[src/rtl/kt_pkg.sv]
// Shared types and widths for the kitchen-timer button debouncer.
// Contents: debounce FSM state encoding, counter widths, saturating increment.
package kt_pkg;

  localparam int unsigned SCNT_W = 4;
  localparam int unsigned RCNT_W = 3;

  typedef enum logic [1:0] {
    IDLE      = 2'b00,
    PRESS_CHK = 2'b01,
    PRESSED   = 2'b11,
    REL_CHK   = 2'b10
  } db_state_t;

  // Sample counter increment that sticks at all-ones instead of wrapping.
  function automatic logic [SCNT_W-1:0] scnt_sat_inc(input logic [SCNT_W-1:0] v);
    return (v == '1) ? v : SCNT_W'(v + SCNT_W'(1));
  endfunction

endpackage

[src/rtl/debounce_channel.sv]
// One button channel: two-flop synchroniser, polarity normalisation,
// press/release qualification FSM with saturating sample counter, and an
// optional hold-to-repeat counter (elaborated only when REPEAT_EN = 1; the
// top sets REPEAT_EN from macro BUTTON_DEBOUNCER_AUTO_REPEAT_EN).
// Ports:
//   clk, res    - clock, synchronous active-high reset
//   tick        - one-cycle debounce sample strobe
//   half_tick   - one-cycle 0.5 s strobe (repeat timing)
//   btn         - raw asynchronous button
//   press_evt   - combinational, high in the strobe cycle completing a press
//   repeat_evt  - combinational, high in the half_tick cycle issuing a repeat
module debounce_channel
  import kt_pkg::*;
#(
  parameter int unsigned STABLE_SAMPLES = 3,
  parameter int unsigned REPEAT_DELAY   = 2,
  parameter bit          ACTIVE_LOW     = 1'b1,
  parameter bit          REPEAT_EN      = 1'b0
) (
  input  logic clk,
  input  logic res,
  input  logic tick,
  input  logic half_tick,
  input  logic btn,
  output logic press_evt,
  output logic repeat_evt
);

  localparam logic              REL_LVL  = ACTIVE_LOW;
  localparam logic [SCNT_W-1:0] SCNT_LIM = SCNT_W'(STABLE_SAMPLES);

  logic              sync1, sync2;
  logic              sample;
  db_state_t         state, state_n;
  logic [SCNT_W-1:0] scnt, scnt_n, scnt_inc;

  // Synchroniser; reset loads the released level so no false press appears.
  always_ff @(posedge clk) begin
    if (res) begin
      sync1 <= REL_LVL;
      sync2 <= REL_LVL;
    end else begin
      sync1 <= btn;
      sync2 <= sync1;
    end
  end

  // 1 = pressed regardless of board polarity.
  assign sample   = sync2 ^ ACTIVE_LOW;
  assign scnt_inc = scnt_sat_inc(scnt);

  // State and sample counter register.
  always_ff @(posedge clk) begin
    if (res) begin
      state <= IDLE;
      scnt  <= '0;
    end else begin
      state <= state_n;
      scnt  <= scnt_n;
    end
  end

  // Qualification FSM; only advances on the sample strobe.
  always_comb begin
    state_n   = state;
    scnt_n    = scnt;
    press_evt = 1'b0;
    if (tick) begin
      case (state)
        IDLE: begin
          if (sample) begin
            state_n = PRESS_CHK;
            scnt_n  = SCNT_W'(1);
          end
        end
        PRESS_CHK: begin
          if (sample) begin
            scnt_n = scnt_inc;
            if (scnt_inc >= SCNT_LIM) begin
              state_n   = PRESSED;
              press_evt = 1'b1;
            end
          end else begin
            state_n = IDLE;
            scnt_n  = '0;
          end
        end
        PRESSED: begin
          if (!sample) begin
            state_n = REL_CHK;
            scnt_n  = SCNT_W'(1);
          end
        end
        REL_CHK: begin
          if (!sample) begin
            scnt_n = scnt_inc;
            if (scnt_inc >= SCNT_LIM) begin
              state_n = IDLE;
              scnt_n  = '0;
            end
          end else begin
            // Release bounce: back to held without a new press event.
            state_n = PRESSED;
          end
        end
        default: begin
          state_n = IDLE;
          scnt_n  = '0;
        end
      endcase
    end
  end

  if (REPEAT_EN) begin : g_rep
    localparam logic [RCNT_W-1:0] RCNT_LIM = RCNT_W'(REPEAT_DELAY);

    logic [RCNT_W-1:0] rcnt, rcnt_n;
    logic              enter_pressed, enter_rel;

    assign enter_pressed = (state != PRESSED) && (state_n == PRESSED);
    assign enter_rel     = (state != REL_CHK) && (state_n == REL_CHK);

    // Count half-second ticks of hold, then repeat on every further tick.
    always_comb begin
      rcnt_n     = rcnt;
      repeat_evt = 1'b0;
      if ((state == PRESSED) && half_tick) begin
        if (rcnt < RCNT_LIM) begin
          rcnt_n = RCNT_W'(rcnt + RCNT_W'(1));
        end else if (rcnt == RCNT_LIM) begin
          repeat_evt = 1'b1;
        end
      end
      if (enter_pressed || enter_rel) begin
        rcnt_n = '0;
      end
    end

    always_ff @(posedge clk) begin
      if (res) rcnt <= '0;
      else     rcnt <= rcnt_n;
    end
  end else begin : g_norep
    logic unused_rep;
    assign unused_rep = ^{half_tick, RCNT_W'(REPEAT_DELAY)};
    assign repeat_evt = 1'b0;
  end

endmodule

[src/rtl/button_debouncer.sv]
// Kitchen-timer push-button conditioner: five debounced channels, START/STOP
// priority, UP_DOWN toggle and registered one-cycle press pulses.
// Optional feature: define BUTTON_DEBOUNCER_AUTO_REPEAT_EN to enable
// hold-to-repeat on the M and S channels.
// Ports:
//   CLK, RES                 - clock, synchronous active-high reset
//   DEBOUNCE_PULSE           - one-cycle sample strobe
//   HALF_SEC_PULSE           - one-cycle 0.5 s strobe
//   BTN_*                    - raw asynchronous buttons
//   DEBOUNCED_M_INPUT/S_INPUT- one-cycle pulse per press or repeat
//   DEBOUNCED_START/STOP     - one-cycle pulse per press (STOP wins ties)
//   DEBOUNCED_UP_DOWN        - level toggled per press, 0 = count down
module button_debouncer
  import kt_pkg::*;
#(
  parameter int unsigned STABLE_SAMPLES = 3,
  parameter int unsigned REPEAT_DELAY   = 2,
  parameter bit          BTN_ACTIVE_LOW = 1'b1
) (
  input  logic CLK,
  input  logic RES,
  input  logic DEBOUNCE_PULSE,
  input  logic HALF_SEC_PULSE,
  input  logic BTN_M,
  input  logic BTN_S,
  input  logic BTN_START,
  input  logic BTN_STOP,
  input  logic BTN_UP_DOWN,
  output logic DEBOUNCED_M_INPUT,
  output logic DEBOUNCED_S_INPUT,
  output logic DEBOUNCED_START,
  output logic DEBOUNCED_STOP,
  output logic DEBOUNCED_UP_DOWN
);

`ifdef BUTTON_DEBOUNCER_AUTO_REPEAT_EN
  localparam bit AR_EN = 1'b1;
`else
  localparam bit AR_EN = 1'b0;
`endif

  logic m_press, m_rep, s_press, s_rep;
  logic start_press, start_rep, stop_press, stop_rep, ud_press, ud_rep;

  debounce_channel #(
    .STABLE_SAMPLES(STABLE_SAMPLES), .REPEAT_DELAY(REPEAT_DELAY),
    .ACTIVE_LOW(BTN_ACTIVE_LOW), .REPEAT_EN(AR_EN)
  ) u_m (
    .clk(CLK), .res(RES), .tick(DEBOUNCE_PULSE), .half_tick(HALF_SEC_PULSE),
    .btn(BTN_M), .press_evt(m_press), .repeat_evt(m_rep)
  );

  debounce_channel #(
    .STABLE_SAMPLES(STABLE_SAMPLES), .REPEAT_DELAY(REPEAT_DELAY),
    .ACTIVE_LOW(BTN_ACTIVE_LOW), .REPEAT_EN(AR_EN)
  ) u_s (
    .clk(CLK), .res(RES), .tick(DEBOUNCE_PULSE), .half_tick(HALF_SEC_PULSE),
    .btn(BTN_S), .press_evt(s_press), .repeat_evt(s_rep)
  );

  debounce_channel #(
    .STABLE_SAMPLES(STABLE_SAMPLES), .REPEAT_DELAY(REPEAT_DELAY),
    .ACTIVE_LOW(BTN_ACTIVE_LOW), .REPEAT_EN(1'b0)
  ) u_start (
    .clk(CLK), .res(RES), .tick(DEBOUNCE_PULSE), .half_tick(HALF_SEC_PULSE),
    .btn(BTN_START), .press_evt(start_press), .repeat_evt(start_rep)
  );

  debounce_channel #(
    .STABLE_SAMPLES(STABLE_SAMPLES), .REPEAT_DELAY(REPEAT_DELAY),
    .ACTIVE_LOW(BTN_ACTIVE_LOW), .REPEAT_EN(1'b0)
  ) u_stop (
    .clk(CLK), .res(RES), .tick(DEBOUNCE_PULSE), .half_tick(HALF_SEC_PULSE),
    .btn(BTN_STOP), .press_evt(stop_press), .repeat_evt(stop_rep)
  );

  debounce_channel #(
    .STABLE_SAMPLES(STABLE_SAMPLES), .REPEAT_DELAY(REPEAT_DELAY),
    .ACTIVE_LOW(BTN_ACTIVE_LOW), .REPEAT_EN(1'b0)
  ) u_ud (
    .clk(CLK), .res(RES), .tick(DEBOUNCE_PULSE), .half_tick(HALF_SEC_PULSE),
    .btn(BTN_UP_DOWN), .press_evt(ud_press), .repeat_evt(ud_rep)
  );

  logic unused_rep;
  assign unused_rep = ^{start_rep, stop_rep, ud_rep};

  // Output registers; a coincident press and repeat yield a single pulse.
  always_ff @(posedge CLK) begin
    if (RES) begin
      DEBOUNCED_M_INPUT <= 1'b0;
      DEBOUNCED_S_INPUT <= 1'b0;
      DEBOUNCED_START   <= 1'b0;
      DEBOUNCED_STOP    <= 1'b0;
      DEBOUNCED_UP_DOWN <= 1'b0;
    end else begin
      DEBOUNCED_M_INPUT <= m_press | m_rep;
      DEBOUNCED_S_INPUT <= s_press | s_rep;
      DEBOUNCED_START   <= start_press & ~stop_press;
      DEBOUNCED_STOP    <= stop_press;
      DEBOUNCED_UP_DOWN <= DEBOUNCED_UP_DOWN ^ ud_press;
    end
  end

endmodule

[config.mk]
export PLATFORM = sky130hd
export DESIGN_NAME = button_debouncer
export DESIGN_NICKNAME = d
export VERILOG_FILES = /design/src/rtl/kt_pkg.sv /design/src/rtl/debounce_channel.sv /design/src/rtl/button_debouncer.sv
export SDC_FILE = /design/constraint.sdc
export NUM_CORES = 1
export LEC_CHECK = 0
export BUFFER_PORTS_ARGS = -buffer_cell sky130_fd_sc_hd__buf_2
export CAP_MARGIN = 20
export CORE_UTILIZATION = 57
export DETAILED_ROUTE_END_ITERATION = 10
export PLACE_DENSITY = 0.82
export SYNTH_ARGS = -nofsm -noshare
export SYNTH_HDL_FRONTEND = slang
export SYNTH_SLANG_ARGS = --single-unit
[constraint.sdc]
create_clock -name CLK -period 2.1 [get_ports CLK]
set_input_delay 0 -clock CLK [delete_from_list [all_inputs] [get_ports CLK]]
set_output_delay 0 -clock CLK [all_outputs]
set_load 0.03 [all_outputs]
Word-level counts from Yosys, hierarchy flattened
Index checks and enable logic that the tools add are counted.

Bits in registers: 45. Latch bits: 0. Memory bits (writable): 0. ROM bits: 0. Input bits: 9. Output and inout port bits: 5. Logic and storage cells: 187. Memories: 0.

$add $sub $neg: 5. Multiply operators: 0. Div/mod/pow operators: 0. $lt $le $gt $ge: 5. Eq/ne operators: 45. Shift operators: 0. Muxes and demuxes: 84. Bitwise logic cells: 6. Reduce and logical (&&, ||, !) cells: 17.

Operators by type and width (number): $mux 4 (30); $pmux 4 s4 (5); $mux 2 (30); $pmux 2 s4 (5); $reduce_and 5->1 (5); $add 4x1->4 const B (5); $eq 2x2->1 const B (10); $eq 4x4->1 const B (5); $ge 4x2->1 const B (5); $ne 2x1->1 const B (10); $reduce_and 4->1 (5); $ne 3x1->1 const B (5); $ne 3x3->1 const B (5); $mux 1 (14); $eq 2x1->1 const B (5); $logic_not 2->1 (5); $ne 2x2->1 const B (5); $reduce_or 4->1 (2); $not 1->1 (4); $and 1x1->1 (1); $xor 1x1->1 (1).

Logic depth before layout (Yosys ltp)
Gate-level depths: netlist (run 1).

Depth in word-level cells: 9. Mapped depth: 8. Depth with buffers taken out: 7.

By module
Synthesis (run 1) repeated with hierarchy kept, for this count alone.

Cell total of the unflattened synthesis: 333. Area, all modules: 2905.3 µm².

Modules (own cells, without submodules): debounce_channel (instances 5, cells each 64, area each 551.8 µm², sequential area each 160.2 µm²); button_debouncer (instances 1, cells each 13, area each 146.4 µm², sequential area each 100.1 µm²).

Least setup slack after synthesis (run 1)
Ideal clock, no wire load.

Kind: register to register. Start point: register u_start.scnt[0]. End point: register u_start.scnt[0]. Arrival time: 1.763 ns. Required time: 2.015 ns. Setup slack: 0.252 ns. Stages on the path, launching flop included: 7. Path buffers: 0. Cells stage by stage: dfxtp_1 > ha_1 > a21bo_1 > a2111oi_4 > a21oi_2 > o31a_1 > o31ai_2.

Longest elaborated chain between the ends: 6. Elaborated cells on any way between the ends: 8.

Ends and longest elaborated chain: start, declared (line debounce_channel.sv:35) `logic [SCNT_W-1:0] scnt, scnt_n, scnt_inc;`; start signal, assigned (line debounce_channel.sv:59) `scnt <= scnt_n;`; $add 4x1->4 / $eq 4x4->1 (equally long branches) (line kt_pkg.sv:17) `return (v == '1) ? v : SCNT_W'(v + SCNT_W'(1));`; $mux 4 (*) (line kt_pkg.sv:17); $ge 4x2->1 (line debounce_channel.sv:97) `if (scnt_inc >= SCNT_LIM) begin`; $mux 4 (line debounce_channel.sv:97); $mux 4 (line debounce_channel.sv:95) `if (!sample) begin`; $pmux 4 s4 (*) (line debounce_channel.sv:69) `case (state)`.

Mark *: on every way between the ends. The rest lies on a longest branch, timed or not. The select of a mux whose other input is x is not followed. A chain may end at the register's enable or synchronous reset.

Final worst setup path (run 1)
Same ends and word-level chain as after synthesis.

==> flow_metrics.tcl, run 1 <==
set metrics [dict create \
    drtPass1Iterations 6 \
    grt_use_total_pct 22.4 \
    syn_nets 369 \
    ioPinCount 14 \
    cp.required_ns 2.32 \
    slew_viol_final 0 \
    yosys-top-cells-area "dfxtp_1 32%, ha_1 12%, nor2_1 4.0%, nor3_1 3.2%, a211oi_1 3.2%" \
    postSynthCellCount 333 \
    rsz0062_at_grt "false" \
    synthXorXnorAreaFrac_pct 0 \
    hold_path_class "input port to flip-flop" \
    synth-compound-area-share_pct 24.2 \
    p_leak_nw 1.25 \
    slew_headroom_pct 51.8 \
    syn_area_per_cell_sq_um 8.42 \
    grt_pass1_vias 2199 \
    routed_wl_mm 5.28 \
    period_share_pct 94.3 \
    drive_gt1_share_pct 16.5 \
    synth_cell_types 46 \
    synth_edf_count 0 \
    n_fill_cell 409 \
    synth.area.mux_share_pct 2.01 \
    grt_pass1_wl_mm 9.27 \
    synthAdderAreaFrac_pct 12.0 \
    irDropWorstVdd_v 0.000473 \
    start_util_pct 59.4 \
    final_hold_viol_count 0 \
    synth-main-ff-cell "dfxtp_1" \
    place.gp.congestion 0.831 \
    end_kind "flip-flop" \
    clkLatencyLatePin_ns 0.30 \
    post_cts_buffers 0 \
    drc 0 \
    chipHeight_um 72.1 \
    dieArea_sq_um 5200 \
    grt_overflow 0 \
    setup-violations-final 0 \
    diodes 0 \
    antenna_found_initial 0 \
    synth_top_area_share_pct 32.1 \
    synth_top_family_by_area "simple AND/OR/NAND/NOR gates" \
    synth-simple-area-share_pct 25.0 \
    layout.nets 386 \
    place_area_sq_um 2930 \
    worst_path_largest_cell_delay_ns 0.44 \
    rows 25 \
    cap_violations 0 \
    period_needed_ns 1.98 \
    viasPerCell 5.68 \
    core_area_sq_um 4720 \
    clock_skew_ns 0.00392 \
    worst_slew_pin_slew_ns 0.723 \
    cts_tree "done" \
    crit_type "flip-flop to flip-flop" \
    ant_nets 0 \
    yosysWarningCount 0 \
    fp.dieW_um 72.1 \
    cts_buffers 5 \
    vias 2373 \
    stdcell_area_sq_um 3090 \
    htreeDepth 2 \
    clkTransAtPathRegs_ns 0.08 \
    max_freq_mhz 505 \
    worst_hold_slack_ns 0.162 \
    critPathMaxFanout 7 \
    cp-start-kind "flip-flop" \
    initialDrtViolationCount 117 \
    cts_buffer_depth 2 \
    cts-root-buf "clkbuf_8" \
    yosysMostFrequentCell "dfxtp_1" \
    synth_commonest_cells "45 x dfxtp_1, 30 x nor2_1, 27 x ha_1" \
    powerDensity_nw_per_um2 542 \
    grt_max_degree 43 \
    async_flop_share_pct 0 \
    synth-seq-area-share_pct 32.1 \
    crit_chain "ha_2, a21bo_1, a2111oi_4, a21oi_2, o31a_1, o31ai_2" \
    yosys_register_bits 45 \
    status "complete, no violations" \
    hpwl_mm 3.78 \
    finalPower_mw 1.67 \
    port_buffers 12 \
    numClockSinks 45 \
    setup_tns_ns 0 \
    synth_area_leader_cell "dfxtp_1" \
    path_delay_family "compound AO/OA/AOI/OAI gates" \
    path_buf_inv 0 \
    critical_path_arrival_ns 2.20 \
    slowest_stage "a2111oi_4" \
    syn_area_sq_um 2800 \
    area_growth_syn_to_layout_pct 10.1 \
    wire_per_inst_um 12.6 \
]
[worst register-to-register path, stage by stage (launching register included)]
cell and delay (ns):
dfxtp_2 0.40, ha_2 0.24, a21bo_1 0.24, a2111oi_4 0.44, a21oi_2 0.12, o31a_1 0.30, o31ai_2 0.16
[registers in the layout, indices dropped and copies added (netlist names), 4 cells and up]
name and flops:
u_m.scnt 4, u_s.scnt 4, u_start.scnt 4, u_stop.scnt 4
u_ud.scnt 4
[path summary, 6_finish.rpt]
kind                   startpoint                 to  slack (ns)  cells past startpoint
setup reg to reg  u_start.scnt[0]    u_start.scnt[0]        0.12                      6
hold / removal     DEBOUNCE_PULSE  DEBOUNCED_UP_DOWN        0.16                      4
hold reg to reg      u_stop.sync1       u_stop.sync2        0.41                      1
setup / recovery  u_start.scnt[0]    u_start.scnt[0]        0.12                      6
[layer usage]
metal  track usage [%]  routed length (um)  vias up
met3              4.31                 162        8
met4              9.37                  89        0
met2              39.9                2540       39
li1                  -                   -     1234
met1              26.3                2480     1092
met5                 0                   0        -
[cell families after synthesis]
logic type | Yosys count
and+or+nand+nor | 133
muxes | 5
DFF | 45
buffers and inverters | 32
adders and majority gates | 27
AOI/OAI and AO/OA | 91
[what timing repair did]
| action | in CTS | in global routing |
|---|---|---|
| resized for setup | 0 | 5 |
| endpoints found under the hold margin | 5 | 0 |
| hold buffers | 5 | 0 |
| setup endpoints to repair | 0 | 4 |
[final cells by class]
| cell class | instances | area, sq um | area share (%) |
|---|---|---|---|
| well taps | 67 | 83.8 | 2.71 |
| clock inverters | 1 | 5.00 | 0.162 |
| flip-flops and latches | 45 | 905 | 29.3 |
| clock buffers | 7 | 96.3 | 3.12 |
| inverters | 21 | 78.8 | 2.55 |
| repair buffers | 21 | 140 | 4.54 |
| multi-input cells | 256 | 1780 | 57.6 |
[cells in the final DEF (no fill, tap or decap), types with 13 or more instances in the layout]
cell     instances
or2_2           13
dfxtp_1         42
nand2_1         19
nor3_1          18
inv_1           21
a21oi_1         17
ha_1            25
nor2_1          30
nor2b_1         14
[power breakdown]
part / switching [mW] / internal (mW)
registers: 0.0217 / 0.875
logic: 0.103 / 0.0814
clock network: 0.294 / 0.297
[stage by stage]
stage | util (%) | setup WS, ns | cells
after floorplan | - | 0.252 | 333
after global routing | 65.4 | 0.00127 | 418
final | 65.4 | 0.120 | 418
after CTS | 65.2 | 0.0160 | 418
after detailed placement | 62.0 | 0.0399 | 405
after global placement | 62.0 | 0.156 | 405
No activity file was read; power rests on OpenSTA's default activity.
==> inputs of run 2 (changes only) <==
==> constraint.sdc (replaced) <==
create_clock -name CLK -period 2.6 [get_ports CLK]
set_input_delay 0 -clock CLK [delete_from_list [all_inputs] [get_ports CLK]]
set_output_delay 0 -clock CLK [all_outputs]
set_load 0.03 [all_outputs]
==> flow_metrics.tcl, run 2 (synthesis results as in run 1) <==
set metrics [dict create \
    slew_viol_final 0 \
    ant_nets 0 \
    drc 0 \
    cts_buffer_depth 2 \
    period_needed_ns 2.06 \
    end_kind "flip-flop" \
    fin_util_pct 65.0 \
    setup-violations-final 0 \
    clock_skew_ns 0.00519 \
    diodes 0 \
    core_area_sq_um 4720 \
    final_hold_viol_count 0 \
    cts_buffers 5 \
    critical_path_arrival_ns 2.29 \
    dieArea_sq_um 5200 \
    drive_gt1_share_pct 14.9 \
    period_share_pct 79.4 \
    powerDensity_nw_per_um2 441 \
    path_buf_inv 0 \
    drtPass1Iterations 4 \
    slowest_stage "a2111oi_4" \
    routed_wl_mm 5.27 \
    post_cts_buffers 0 \
    stdcell_area_sq_um 3070 \
    final_common_cell "dfxtp_1" \
    p_sw_share_pct 25.3 \
    grt_pass1_vias 2110 \
    r2r_cells 6 \
    slew_headroom_pct 54.8 \
    place_area_sq_um 2920 \
    port_buffers 12 \
    grt_pass1_wl_mm 9.00 \
    cts_resized 0 \
    area_growth_syn_to_layout_pct 9.55 \
    whs_path_depth 4 \
    rsz0062_at_grt "false" \
    hpwl_mm 3.78 \
    ctsHoldBuffers 5 \
    worst_path_largest_cell_delay_ns 0.45 \
    chipHeight_um 72.1 \
    worst_slew_pin_slew_ns 0.679 \
    power_frac_seq_pct 53.4 \
    path_delay_family "compound AO/OA/AOI/OAI gates" \
    critPathMaxFanout 7 \
    p_leak_nw 1.25 \
    initialDrtViolationCount 92 \
    fp.dieW_um 72.1 \
    clkLatencyLatePin_ns 0.30 \
    combinationalPowerShare_pct 11.1 \
    antenna_found_initial 0 \
    cp.required_ns 2.82 \
    max_freq_mhz 484 \
    cts-root-buf "clkbuf_8" \
    rows 25 \
    start_util_pct 59.4 \
    grt_use_total_pct 21.9 \
    vias 2378 \
    setup_tns_ns 0 \
    crit_chain "ha_1, a21bo_1, a2111oi_4, a21oi_2, o31a_1, o31ai_2" \
    viasPerCell 5.70 \
    grt_max_degree 41 \
    pwr-share-clk_pct 35.5 \
    layout_common_cells "45 x dfxtp_1, 30 x nor2_1, 27 x ha_1, 21 x inv_1, 19 x nand2_1" \
    status "complete, no violations" \
    cp-start-kind "flip-flop" \
    wire_per_inst_um 12.6 \
    ioPinCount 14 \
    p_switching_mw 0.344 \
    crit_cells 6 \
    p_int_mw 1.01 \
    grt_overflow 0 \
    clkTransAtPathRegs_ns 0.08 \
    htreeDepth 2 \
    cts_tree "done" \
    hold_path_class "input port to flip-flop" \
    cap_violations 0 \
    layout.nets 385 \
    irDropWorstVdd_v 0.000387 \
    numClockSinks 45 \
    crit_type "flip-flop to flip-flop" \
    place.gp.congestion 0.833 \
]
[run 2: final cells by class]
cell class,instances,area [sq um]
fillers,389,1650
multi-input cells,256,1770
clock buffers,7,96.3
inverters,21,78.8
flip-flops and latches,45,901
clock inverters,1,5.00
repair buffers,20,133
well taps,67,83.8
[run 2: metal layers]
| layer | wire length (um) | share of wire (%) | GRT usage (%) |
|---|---|---|---|
| met1 | 2630 | 50 | 27.0 |
| met2 | 2420 | 46 | 37.7 |
| met3 | 102 | 1.9 | 3.75 |
| met4 | 119 | 2.3 | 9.37 |
| met5 | 0 | 0 | 0 |
[run 2: worst min-delay path, stage by stage]
cell     delay [ns]
buf_2          0.19
nand2_1        0.10
or3_1          0.09
a21oi_1        0.05
[run 2: power by group through the flow]
stage	combinational, mW	sequential (mW)	clock (mW)
3_3_place_gp	0.138	0.739	0
2_1_floorplan	0.114	0.736	0
4_1_cts	0.150	0.724	0.494
6_report	0.151	0.724	0.481
3_5_place_dp	0.144	0.740	0
5_1_grt	0.170	0.727	0.515
[run 2: path summary, 6_finish.rpt]
| kind | to | startpoint | slack, ns |
|---|---|---|---|
| setup / recovery | u_start.scnt[0] | u_start.scnt[0] | 0.54 |
| hold / removal | DEBOUNCED_UP_DOWN | DEBOUNCE_PULSE | 0.18 |
| setup reg to reg | u_start.scnt[0] | u_start.scnt[0] | 0.54 |
| hold reg to reg | u_s.sync2 | u_s.sync1 | 0.41 |
[run 2: through the flow]
step | hold WS (ns) | std cells | worst slack [ns] | power, mW
after floorplan | 0.104 | 333 | 0.752 | 0.850
after global placement | 0.182 | 404 | 0.635 | 0.877
after detailed placement | 0.187 | 404 | 0.567 | 0.884
after CTS | 0.166 | 417 | 0.543 | 1.37
after global routing | 0.185 | 417 | 0.429 | 1.41
final | 0.175 | 417 | 0.535 | 1.36
